File: config.mk
export PLATFORM = sky130hd
export DESIGN_NAME = gpio_apb_arb12
export DESIGN_NICKNAME = d
export VERILOG_FILES = /design/src/rtl/gpio_arb_pkg12.sv /design/src/rtl/rr_lock_arb12.sv /design/src/rtl/gpio_apb_arb12.sv
export SDC_FILE = /design/constraint.sdc
export NUM_CORES = 1
export LEC_CHECK = 0
export ABC_AREA = 0
export CORE_MARGIN = 1
export CORE_UTILIZATION = 50
export DETAILED_ROUTE_END_ITERATION = 12
export DONT_BUFFER_PORTS = 1
export GPL_ROUTABILITY_DRIVEN = 0
export GPL_TIMING_DRIVEN = 0
export PLACE_DENSITY = 0.64
export SLEW_MARGIN = 25
export SYNTH_ARGS = -nofsm -noshare
export SYNTH_HDL_FRONTEND = slang
export SYNTH_SLANG_ARGS = --single-unit
File: constraint.sdc
create_clock -name pclk12 -period 2.1 [get_ports pclk12]
set_input_delay 0.315 -clock pclk12 [delete_from_list [all_inputs] [get_ports pclk12]]
set_output_delay 0.315 -clock pclk12 [all_outputs]
set_load 0.02 [all_outputs]
File: src/rtl/gpio_arb_pkg12.sv
// Shared types and helpers for the GPIO APB arbiter/sequencer.
package gpio_arb_pkg12;

    // APB sequencing states: SETUP drives psel only, ACCESS adds penable.
    typedef enum logic [1:0] {
        ST_IDLE   = 2'd0,
        ST_SETUP  = 2'd1,
        ST_ACCESS = 2'd2
    } arb_state_e;

    localparam int NUM_REQ_DEF = 2;
    localparam int ADDR_W_DEF  = 6;
    localparam int DATA_W_DEF  = 32;

    // Width of a requester index; never below one bit so single-bit vectors stay legal.
    function automatic int idx_w(input int n);
        if (n <= 2) begin
            return 1;
        end else begin
            return $clog2(n);
        end
    endfunction

endpackage

File: src/rtl/rr_lock_arb12.sv
// Round-robin arbiter with a sticky lock owner. Grants only while i_en is high
// (the sequencer's grant points); the pointer and owner move only on those cycles.
module rr_lock_arb12
    import gpio_arb_pkg12::*;
#(
    parameter int N  = NUM_REQ_DEF,
    parameter int IW = idx_w(N)
) (
    input  logic          i_clk,
    input  logic          i_rst_n,
    input  logic          i_en,
    input  logic [N-1:0]  i_valid,
    input  logic [N-1:0]  i_lock,
    output logic [N-1:0]  o_grant,
    output logic [IW-1:0] o_grant_idx,
    output logic          o_grant_vld
);

    logic [IW-1:0] r_ptr;
    logic [IW-1:0] r_owner;
    logic          r_own_vld;
    logic          w_lock_active;
    logic [N-1:0]  w_elig;
    logic          w_found;
    logic [IW-1:0] w_idx;
    logic [N-1:0]  w_grant;
    int            w_j;

    // Eligibility and round-robin search from the pointer; a live lock narrows the field to its owner.
    always_comb begin
        w_lock_active = r_own_vld && i_lock[r_owner];
        w_elig        = i_valid;
        w_found       = 1'b0;
        w_idx         = {IW{1'b0}};
        w_j           = 0;
        w_grant       = {N{1'b0}};
        if (w_lock_active) begin
            w_elig = i_valid & ({{(N-1){1'b0}}, 1'b1} << r_owner);
        end else begin
            w_elig = i_valid;
        end
        for (int k = 0; k < N; k++) begin
            w_j = int'(r_ptr) + k;
            if (w_j >= N) begin
                w_j = w_j - N;
            end else begin
                w_j = w_j;
            end
            if (!w_found && i_en && w_elig[w_j]) begin
                w_found = 1'b1;
                w_idx   = IW'(w_j);
            end else begin
                w_found = w_found;
            end
        end
        if (w_found) begin
            w_grant[w_idx] = 1'b1;
        end else begin
            w_grant = {N{1'b0}};
        end
    end

    // Pointer advances past each winner; owner is dropped once its lock falls and taken by a locking winner.
    always_ff @(posedge i_clk or negedge i_rst_n) begin
        if (!i_rst_n) begin
            r_ptr     <= {IW{1'b0}};
            r_owner   <= {IW{1'b0}};
            r_own_vld <= 1'b0;
        end else if (i_en) begin
            if (r_own_vld && !i_lock[r_owner]) begin
                r_own_vld <= 1'b0;
            end
            if (w_found) begin
                if (w_idx == IW'(N - 1)) begin
                    r_ptr <= {IW{1'b0}};
                end else begin
                    r_ptr <= w_idx + IW'(1);
                end
                if (i_lock[w_idx]) begin
                    r_own_vld <= 1'b1;
                    r_owner   <= w_idx;
                end
            end
        end
    end

    assign o_grant     = w_grant;
    assign o_grant_idx = w_idx;
    assign o_grant_vld = w_found;

endmodule

File: src/rtl/gpio_apb_arb12.sv
// APB arbiter/sequencer in front of the GPIO slave port. Every transfer is
// SETUP + ACCESS (the slave has no pready); the owner gets a one-cycle response.
module gpio_apb_arb12
    import gpio_arb_pkg12::*;
#(
    parameter int NUM_REQ = NUM_REQ_DEF,
    parameter int ADDR_W  = ADDR_W_DEF,
    parameter int DATA_W  = DATA_W_DEF
) (
    input  logic                        pclk12,
    input  logic                        n_p_reset12,
    input  logic [NUM_REQ-1:0]          req_valid,
    input  logic [NUM_REQ-1:0]          req_write,
    input  logic [NUM_REQ-1:0]          req_lock,
    input  logic [NUM_REQ*ADDR_W-1:0]   req_addr,
    input  logic [NUM_REQ*DATA_W-1:0]   req_wdata,
    output logic [NUM_REQ-1:0]          req_ready,
    output logic [NUM_REQ-1:0]          rsp_valid,
    output logic [DATA_W-1:0]           rsp_rdata,
    output logic                        psel,
    output logic                        penable,
    output logic                        pwrite,
    output logic [ADDR_W-1:0]           paddr,
    output logic [DATA_W-1:0]           pwdata,
    input  logic [DATA_W-1:0]           prdata,
    output logic                        busy
);

    localparam int IW = idx_w(NUM_REQ);

    arb_state_e           r_state;
    arb_state_e           w_state_nxt;
    logic                 w_grant_pt;
    logic                 w_arb_en;
    logic [NUM_REQ-1:0]   w_grant;
    logic [IW-1:0]        w_gnt_idx;
    logic                 w_gnt_vld;
    logic [IW-1:0]        r_cur;
    logic                 r_psel;
    logic                 r_penable;
    logic                 r_pwrite;
    logic                 r_busy;
    logic [ADDR_W-1:0]    r_paddr;
    logic [DATA_W-1:0]    r_pwdata;
    logic [NUM_REQ-1:0]   r_rsp_valid;
    logic [DATA_W-1:0]    r_rsp_rdata;
    logic [NUM_REQ-1:0]   w_rsp_vec;

    // New commands are taken only when the APB port is free next cycle; never while in reset.
    assign w_grant_pt = (r_state == ST_IDLE) || (r_state == ST_ACCESS);
    assign w_arb_en   = w_grant_pt && n_p_reset12;

    rr_lock_arb12 #(
        .N  (NUM_REQ),
        .IW (IW)
    ) u_arb (
        .i_clk       (pclk12),
        .i_rst_n     (n_p_reset12),
        .i_en        (w_arb_en),
        .i_valid     (req_valid),
        .i_lock      (req_lock),
        .o_grant     (w_grant),
        .o_grant_idx (w_gnt_idx),
        .o_grant_vld (w_gnt_vld)
    );

    // Next-state logic: ACCESS chains straight into SETUP when another command is granted.
    always_comb begin
        w_state_nxt = r_state;
        case (r_state)
            ST_IDLE: begin
                if (w_gnt_vld) begin
                    w_state_nxt = ST_SETUP;
                end else begin
                    w_state_nxt = ST_IDLE;
                end
            end
            ST_SETUP: begin
                w_state_nxt = ST_ACCESS;
            end
            ST_ACCESS: begin
                if (w_gnt_vld) begin
                    w_state_nxt = ST_SETUP;
                end else begin
                    w_state_nxt = ST_IDLE;
                end
            end
            default: begin
                w_state_nxt = ST_IDLE;
            end
        endcase
    end

    // Completion pulse goes to whoever owns the transfer currently in ACCESS.
    always_comb begin
        w_rsp_vec = {NUM_REQ{1'b0}};
        if (r_state == ST_ACCESS) begin
            w_rsp_vec[r_cur] = 1'b1;
        end else begin
            w_rsp_vec = {NUM_REQ{1'b0}};
        end
    end

    // State and APB drive registers; command fields are captured only on the accepting edge.
    always_ff @(posedge pclk12 or negedge n_p_reset12) begin
        if (!n_p_reset12) begin
            r_state   <= ST_IDLE;
            r_psel    <= 1'b0;
            r_penable <= 1'b0;
            r_busy    <= 1'b0;
            r_pwrite  <= 1'b0;
            r_paddr   <= {ADDR_W{1'b0}};
            r_pwdata  <= {DATA_W{1'b0}};
            r_cur     <= {IW{1'b0}};
        end else begin
            r_state   <= w_state_nxt;
            r_psel    <= (w_state_nxt != ST_IDLE);
            r_penable <= (w_state_nxt == ST_ACCESS);
            r_busy    <= (w_state_nxt != ST_IDLE);
            if (w_gnt_vld) begin
                r_pwrite <= req_write[w_gnt_idx];
                r_paddr  <= req_addr[int'(w_gnt_idx)*ADDR_W +: ADDR_W];
                r_pwdata <= req_wdata[int'(w_gnt_idx)*DATA_W +: DATA_W];
                r_cur    <= w_gnt_idx;
            end
        end
    end

    // Response registers: read data sampled at the end of ACCESS, writes return zero.
    always_ff @(posedge pclk12 or negedge n_p_reset12) begin
        if (!n_p_reset12) begin
            r_rsp_valid <= {NUM_REQ{1'b0}};
            r_rsp_rdata <= {DATA_W{1'b0}};
        end else begin
            r_rsp_valid <= w_rsp_vec;
            if (r_state == ST_ACCESS) begin
                r_rsp_rdata <= r_pwrite ? {DATA_W{1'b0}} : prdata;
            end
        end
    end

    assign req_ready = w_grant;
    assign rsp_valid = r_rsp_valid;
    assign rsp_rdata = r_rsp_rdata;
    assign psel      = r_psel;
    assign penable   = r_penable;
    assign pwrite    = r_pwrite;
    assign paddr     = r_paddr;
    assign pwdata    = r_pwdata;
    assign busy      = r_busy;

endmodule
Yosys cells after proc, flatten, opt, wreduce, memory -nomap -nowiden
Cells that the tools add are included.

Output and inout port bits: 78. Bits in read-only memories: 0. Memory bits (writable): 0. Word-level logic and storage cells: 81. Bits in latches: 0. Bits of input ports: 116. Flip-flop bits (word level): 81. Memories: 0.

Multiplexer cells: 32. Add/subtract/negate cells: 4. Eq/ne operators: 3. Divide/modulo/power cells: 0. Order comparisons: 9. Reduce and logical (&&, ||, !) cells: 16. Bitwise gates (word level): 1. Multiply operators: 1. Shifts and indexed selects: 3.

Operators with widths (count): $mux 32 (3); $lt 32x3->1 const B (2); $shiftx 64x7->32 (1); $ge 32x3->1 const B (1); $sub 32x3->32 const B (1); $mux 1 (23); $shiftx 12x5->6 (1); $logic_and 1x1->1 (8); $lt 1x2->1 const B (3); $mux 2 (3); $eq 2x2->1 const B (2); $pmux 2 s2 (1); $mul 1x2->3 const B (1); $reduce_and 3->1 (1); $sub 1x2->3 const B (1); $add 1x1->2 const B (1); $and 2x2->2 (1); $demux 1 s1 (2); $eq 2x1->1 const B (1); $ge 1x1->1 const B (2); $ge 1x2->1 const B (1); $logic_not 1->1 (2); $logic_not 2->1 (1); $reduce_and 2->1 (1); 5 further kinds (5).

Depth between registers and ports, before layout
Gate-level depths: netlist of run 1.

Depth in word-level cells: 18. Mapped depth: 6. Gate-level depth less buffers: 5.

Hierarchy
Synthesis of run 1 repeated with hierarchy kept, for this count alone.

Cells, all modules: 318. Area, all modules: 3777.4 sq um.

Modules (own cells, without submodules): gpio_apb_arb12 (cells an instance 288, instances 1, area an instance 3545.9 sq um, seq. area each 1926.8 sq um); rr_lock_arb12 (cells an instance 30, instances 1, area an instance 231.5 sq um, seq. area each 75.1 sq um).

Worst setup path before layout of run 1
Ideal clock, no wire load.

Kind: reg2reg. Start point: reg r_state[0]. End point: reg u_arb.r_own_vld. Cell stages (with the launch flop): 7. Clock period less this slack: 1556 ps. Library setup time: 126 ps. Path slack: 544 ps. Arrival: 1430 ps. Data required time: 1974 ps. Buffers on the path: 1. Path through: dfrtp_1 -> nor2b_1 -> nand3_2 -> mux2_4 -> buf_6 -> inv_2 -> a221o_1.

Longest elaborated chain between the ends: 13. Elaborated cells on any way between the ends: 16. Classes of those cells: eq/ne (1); mux (8); reduce/logical (7).

Ends and longest elaborated chain: from (decl) (line gpio_apb_arb12.sv:31) `arb_state_e r_state;`; from (signal assigned) (line gpio_apb_arb12.sv:116) `r_state <= w_state_nxt;`; $eq 2x2->1 or $logic_not 2->1 (tied branches) (line gpio_apb_arb12.sv:50) `assign w_grant_pt = (r_state == ST_IDLE) || (r_state == ST_ACCESS);`; $logic_or 1x1->1 (*) (line gpio_apb_arb12.sv:50); $logic_and 1x1->1 (*) (line gpio_apb_arb12.sv:51) `assign w_arb_en = w_grant_pt && n_p_reset12;`; $logic_and 1x1->1 (line rr_lock_arb12.sv:49) `if (!w_found && i_en && w_elig[w_j]) begin`; $mux 1 (line rr_lock_arb12.sv:49); $logic_not 1->1 (line rr_lock_arb12.sv:49); $logic_and 1x1->1 (2 in a row) (line rr_lock_arb12.sv:49); $mux 1 (line rr_lock_arb12.sv:49); $mux 1 (implied by the code) (2 in a row) (line rr_lock_arb12.sv:79) `if (i_lock[w_idx]) begin`; $mux 1 (line rr_lock_arb12.sv:79); $mux 1 (line rr_lock_arb12.sv:73) `if (w_found) begin`; to (signal assigned) (line rr_lock_arb12.sv:68) `r_own_vld <= 1'b0;`; to (signal assigned) (line rr_lock_arb12.sv:71) `r_own_vld <= 1'b0;`; to (signal assigned) (line rr_lock_arb12.sv:80) `r_own_vld <= 1'b1;`; to (decl) (line rr_lock_arb12.sv:21) `logic r_own_vld;`.

Every way passes the cells marked *; elsewhere a longest branch is shown, timed or not. The select of a mux whose other input is x is not followed. A chain may end at the register's enable or synchronous reset.

Worst setup path after layout of run 1
Start point: reg r_state[0]. End point: out req_ready[0].

Longest elaborated chain between the ends: 14. Elaborated cells on any way between the ends: 18. Classes of those cells: order compare (2); eq/ne (1); mux (7); reduce/logical (8).

Ends and longest elaborated chain: $eq 2x2->1 or $logic_not 2->1 (tied branches) (line gpio_apb_arb12.sv:50); $logic_or 1x1->1 (*) (line gpio_apb_arb12.sv:50); $logic_and 1x1->1 (*) (line gpio_apb_arb12.sv:51); $logic_and 1x1->1 (line rr_lock_arb12.sv:49); $mux 1 (line rr_lock_arb12.sv:49); $logic_not 1->1 (line rr_lock_arb12.sv:49); $logic_and 1x1->1 (2 in a row) (line rr_lock_arb12.sv:49); $mux 1 (line rr_lock_arb12.sv:49); $lt 1x2->1 (implied by the code) or $ge 1x1->1 (tied branches) (line rr_lock_arb12.sv:57) `w_grant[w_idx] = 1'b1;`; $logic_and 1x1->1 (implied by the code) (line rr_lock_arb12.sv:57); $mux 1 (implied by the code) (line rr_lock_arb12.sv:57); $demux 1 s1; $mux 2 (*) (line rr_lock_arb12.sv:56) `if (w_found) begin`; to (decl) (line gpio_apb_arb12.sv:17) `output logic [NUM_REQ-1:0] req_ready,`.

Every way passes the cells marked *; elsewhere a longest branch is shown, timed or not.

==> impl_metrics.py, run 1 <==
metrics = {
    "status": {
        "status": "finished with violations",
        "violations": "negative hold slack",
    },
    "critical_path": {
        "critPathBufInv": 2,
        "cp.arrival_ns": 1.65,
        "worstSetupPathType": "register to primary output",
        "critical_path_required_ns": 1.78,
        "worstPathCellList": "nor2b_2, nand3_2, mux2_4, buf_6, inv_2",
        "worst_setup_path_start_kind": "register",
        "endpoint_kind": "primary output",
        "crit_slowest_cell": "dfrtp_1",
        "path_max_fanout": 10,
        "max_stage_delay_ns": 0.42,
        "rrSetupSlack_ns": 0.43,
        "cp_top_family": "flip-flops",
    },
    "drt": {
        "viasPerCell": 5.80,
        "drc": 0,
        "drtPass1Iterations": 4,
        "routed_wl_um": 8050,
        "avgRoutedWirePerCell_um": 20.0,
        "antenna_left": 0,
        "vias": 2336,
        "drtIter0Drc": 97,
    },
    "final_layout": {
        "stdcell_area_um2": 3780,
        "layout_common_cells": "80 x dfrtp_1, 39 x o221a_1, 36 x or2_1",
        "diodes": 0,
        "final_common_cell": "dfrtp_1",
        "fin_nets": 434,
        "drive_gt1_share_pct": 12.1,
        "syn_to_final_growth_pct": 8.32,
    },
    "timing": {
        "setup_tns_ns": 0,
        "rsz0062_at_grt": "false",
        "fmax_mhz": 508,
        "min_period_over_period_pct": 93.8,
        "fin_crit_ns": 1.97,
        "worst_pin_slew_ns": 0.462,
        "setup-violations-final": 0,
        "slew_violations": 0,
        "hold_viol_final": 80,
        "slew_headroom_pct": 69.2,
        "clock_skew_ns": 0.00868,
        "timing.hold.ws_ns": -0.336,
    },
    "placed_design": {
        "dp_hpwl_um": 5800,
        "place_area_um2": 3590,
        "io_buffers": 0,
    },
    "pwr": {
        "peakVddDrop_mv": 0.595,
        "power.density_nw_per_um2": 1630,
        "p_leak_nw": 1.54,
    },
    "die": {
        "die_y_um": 85.5,
        "dieArea_um2": 7320,
        "die_width_um": 85.5,
        "start_util_pct": 51.6,
        "pin_count": 194,
        "coreArea_um2": 6760,
        "rows": 30,
    },
    "clock_network": {
        "path_clk_slew_ns": 0.08,
        "clk_path_buf_depth": 2,
        "clk_latency_ns": 0.34,
        "cts_setup_buffers": 0,
        "cts_tree": "yes",
        "cts_sinks": 80,
        "htree_levels": 3,
        "root_buffer": "clkbuf_8",
        "cts_buffers": 9,
    },
    "hold_path": {
        "hold_path_class": "input port to async pin",
    },
    "logic_synthesis": {
        "ys_seq_area_share_pct": 57.4,
        "yosysUniqueCellTypes": 26,
        "syn_inst": 307,
        "synth_seq_cells": 80,
        "synth-main-ff-cell": "dfrtp_1",
        "syn-mean-instance-area_um2": 11.4,
        "syn_area_um2": 3490,
        "synth.net_count": 423,
        "synth_warnings": 0,
        "async_flop_share_pct": 100,
        "synth-edff-count": 0,
    },
    "global_route": {
        "top_usage_layer": "met2",
        "grt_use_met3_pct": 6.93,
        "grt_antenna_before_repair": 0,
        "grt_pass1_wl_um": 12100,
        "met2_usage_pct": 34.4,
        "grt_max_degree": 83,
        "grt_overflow": 0,
        "grt_pass1_vias": 2322,
        "grt.met1_usage_pct": 28.3,
        "gr-usage-all-layers_pct": 21.8,
    },
    "run": {
        "cap_violations": 0,
    },
}
-- layout make-up --
cell class | instances | area, um^2
buffer | 24 | 135
fill | 590 | 2980
inverter | 4 | 15.0
clock inverter | 6 | 60.1
tap | 80 | 100
clock buffer | 10 | 128
sequential | 80 | 2000
multi-input combinational | 199 | 1340
-- synthesized netlist by cell type (all sizes together) (2+ instances only) --
library cell  instances  share of area, %
o221a                39                13
nor2                  5              0.54
o21ai                33               4.7
nor2b                 2              0.36
nand3                 2              0.43
nand2                35               3.8
nand2b               35               6.3
inv                   4              0.43
buf                  17               3.1
or2                  40               7.2
dfrtp                80                57
clkbuf                7              0.75
nand3b                2              0.79
-- repair_timing --
action                                 4_1_cts  5_1_grt
gates resized for setup                      0        1
endpoints found under the hold margin       80       80
setup endpoints to repair                    0        1
-- report_power, final --
| part | internal (W) | switching (W) |
|---|---|---|
| Combinational | 0.000784 | 0.000662 |
| Sequential | 0.00225 | 0.00139 |
| Clock | 0.000544 | 0.000534 |
| Total | 0.00357 | 0.00259 |
-- sequential cells by signal (all words and copies together), names as in the netlist, 2 cells and up --
name / count
pwdata: 32
rsp_rdata: 32
paddr: 6
rsp_valid: 2
-- through the flow --
stage	power [W]	setup slack, ns	util, %	instances	hold slack [ns]
final	0.00616	0.130	55.9	403	-0.336
after global routing	0.00653	0.0534	55.9	403	-0.361
after CTS	0.00622	0.0307	55.9	403	-0.353
after detailed placement	0.00513	0.390	53.1	387	0.0211
after global placement	0.00507	0.425	53.1	387	0.0209
after floorplan	0.00470	0.544	-	307	0.0194
-- final timing paths --
check,from,to,cells past startpoint
worst max register to register,penable,rsp_rdata[0],4
max in group asynchronous,n_p_reset12,pwdata[6],0
worst min-delay path,n_p_reset12,rsp_rdata[24],0
worst max-delay path,r_state[0],req_ready[0],5
worst min register to register,r_cur,rsp_valid[0],1
min in group pclk12,prdata[2],rsp_rdata[2],2
-- logic make-up after synthesis --
logic type	Yosys count	share of synthesized area (%)
flops	80	57.4
compound gates	76	18.3
simple gates	122	19.6
mux	1	0.430
buf+inv	28	4.30
-- layer usage --
| layer | up-vias | wire, um |
|---|---|---|
| met3 | 9 | 713 |
| li1 | 1094 | - |
| met5 | - | 0 |
| met4 | 0 | 95 |
| met2 | 133 | 3900 |
| met1 | 1100 | 3340 |
(Power assumes the default switching activity.)
==> run 2, diff against run 1 <==
PLACE_DENSITY = 0.67   (was 0.64)
clock period = 1.8 ns   (was 2.1 ns; I/O delays follow)
==> impl_metrics.py, run 2 (synthesized netlist as in run 1, its figures left out) <==
metrics = {
    "die": {
        "coreArea_um2": 6760,
        "rows": 30,
        "dieArea_um2": 7320,
        "start_util_pct": 51.6,
        "die_y_um": 85.5,
        "die_width_um": 85.5,
        "pin_count": 194,
    },
    "status": {
        "status": "finished with violations",
        "violations": "negative hold slack",
    },
    "drt": {
        "drtPass1Iterations": 4,
        "vias": 2389,
        "drc": 0,
        "antenna_left": 0,
        "avgRoutedWirePerCell_um": 19.4,
        "routed_wl_um": 7880,
        "drtIter0Drc": 67,
        "viasPerCell": 5.88,
    },
    "timing": {
        "min_period_over_period_pct": 95.5,
        "slew_headroom_pct": 70.9,
        "fmax_mhz": 582,
        "setup_tns_ns": 0,
        "slew_violations": 0,
        "clock_skew_ns": 0.0111,
        "fin_crit_ns": 1.72,
        "timing.hold.ws_ns": -0.384,
        "hold_viol_final": 80,
        "setup-violations-final": 0,
        "worst_pin_slew_ns": 0.436,
        "final.setup.worst_slack_ns": 0.0807,
    },
    "global_route": {
        "grt_pass1_wl_um": 11600,
        "grt_antenna_before_repair": 0,
        "grt_overflow": 0,
        "grt_pass1_vias": 2354,
        "gr-usage-all-layers_pct": 20.9,
        "grt_max_degree": 83,
    },
    "clock_network": {
        "cts_sinks": 80,
        "path_clk_slew_ns": 0.08,
        "cts_buffers": 9,
        "cts_tree": "yes",
        "clk_path_buf_depth": 2,
        "root_buffer": "clkbuf_8",
        "htree_levels": 3,
        "clk_latency_ns": 0.34,
    },
    "final_layout": {
        "diodes": 0,
        "drive_gt1_share_pct": 13.5,
        "layout_common_cells": "80 x dfrtp_1, 39 x o221a_1, 36 x or2_1",
        "syn_to_final_growth_pct": 11.3,
        "num-fill-cells": 582,
        "final_common_cell": "dfrtp_1",
        "fin_nets": 438,
    },
    "placed_design": {
        "io_buffers": 0,
        "dp_hpwl_um": 5670,
        "pre_cts_slack_ns": 0.0827,
    },
    "critical_path": {
        "worstReg2RegEnd": "pwdata[15]",
        "endpoint_kind": "primary output",
        "worstSetupPathType": "register to primary output",
        "r2r_start": "r_state[0]",
        "endpoint": "req_ready[0]",
        "crit_start": "r_state[0]",
        "path_max_fanout": 3,
        "rrSetupSlack_ns": 0.10,
        "critical_path_required_ns": 1.53,
        "worst_setup_path_start_kind": "register",
        "cp.arrival_ns": 1.45,
        "worstRegToRegCells": 6,
    },
    "run": {
        "cap_violations": 0,
    },
    "pwr": {
        "power.density_nw_per_um2": 1940,
        "p_leak_nw": 1.60,
        "peakVddDrop_mv": 0.872,
    },
    "hold_path": {
        "hold_path_class": "input port to async pin",
    },
}
[run 2: area by class of cell]
type / count / area (um^2) / share of cell area, %
timing repair buffer: 5 / 50.0 / 1.29
clock buffer: 12 / 145 / 3.74
clock inverter: 3 / 90.1 / 2.32
tap: 80 / 100 / 2.58
buffer: 23 / 133 / 3.42
inverter: 4 / 22.5 / 0.580
multi-input combinational: 199 / 1340 / 34.5
sequential: 80 / 2000 / 51.6
[run 2: how the worst min path moves through the flow]
stage	from	slack [ns]	depth (start not counted)	endpoint
after global routing	n_p_reset12	-0.40	0	rsp_rdata[25]
after global placement	n_p_reset12	-0.02	0	rsp_rdata[23]
after floorplan	n_p_reset12	-0.03	0	busy
final	n_p_reset12	-0.38	0	rsp_rdata[25]
after CTS	n_p_reset12	-0.40	0	rsp_rdata[23]
after detailed placement	n_p_reset12	-0.02	0	rsp_rdata[23]
[run 2: repair_timing]
item / 4_1_cts / 5_1_grt
setup endpoints to repair: 2 / 18
buffers inserted: 5 / 0
gates resized for setup: 2 / 8
cloned: 0 / 0
endpoints found under the hold margin: 80 / 80
pin swaps: 0 / 0
[run 2: where the power goes]
part           switching (W)  total, W  internal (W)
Combinational       0.000786   0.00174      0.000959
Sequential           0.00161   0.00423       0.00262
Clock               0.000597   0.00155      0.000954
[run 2: metrics by stage]
| step | util (%) | hold slack [ns] | cells | total power, W | cell area (um^2) |
|---|---|---|---|---|---|
| finish | 57.5 | -0.384 | 406 | 0.00753 | 3880 |
| detailed placement | 53.1 | -0.0241 | 387 | 0.00597 | 3590 |
| CTS | 57.3 | -0.402 | 406 | 0.00758 | 3870 |
| global route | 57.5 | -0.402 | 406 | 0.00795 | 3880 |
| floorplan | - | -0.0256 | 307 | 0.00549 | 3490 |
| global placement | 53.1 | -0.0241 | 387 | 0.00591 | 3590 |
[run 2: per-layer routing]
| metal | share of wire [%] | track usage (%) | vias up |
|---|---|---|---|
| met3 | 9.5 | 6.26 | 7 |
| li1 | - | - | 1103 |
| met2 | 48 | 33.5 | 131 |
| met4 | 1.1 | 7.73 | 0 |
| met5 | 0 | 0 | - |
| met1 | 41 | 27.1 | 1148 |
[run 2: critical path, cell delays in order (launching register included)]
cell	delay, ns
dfrtp_1	0.43
nor2b_2	0.17
nand3_2	0.10
mux2_4	0.33
inv_4	0.09
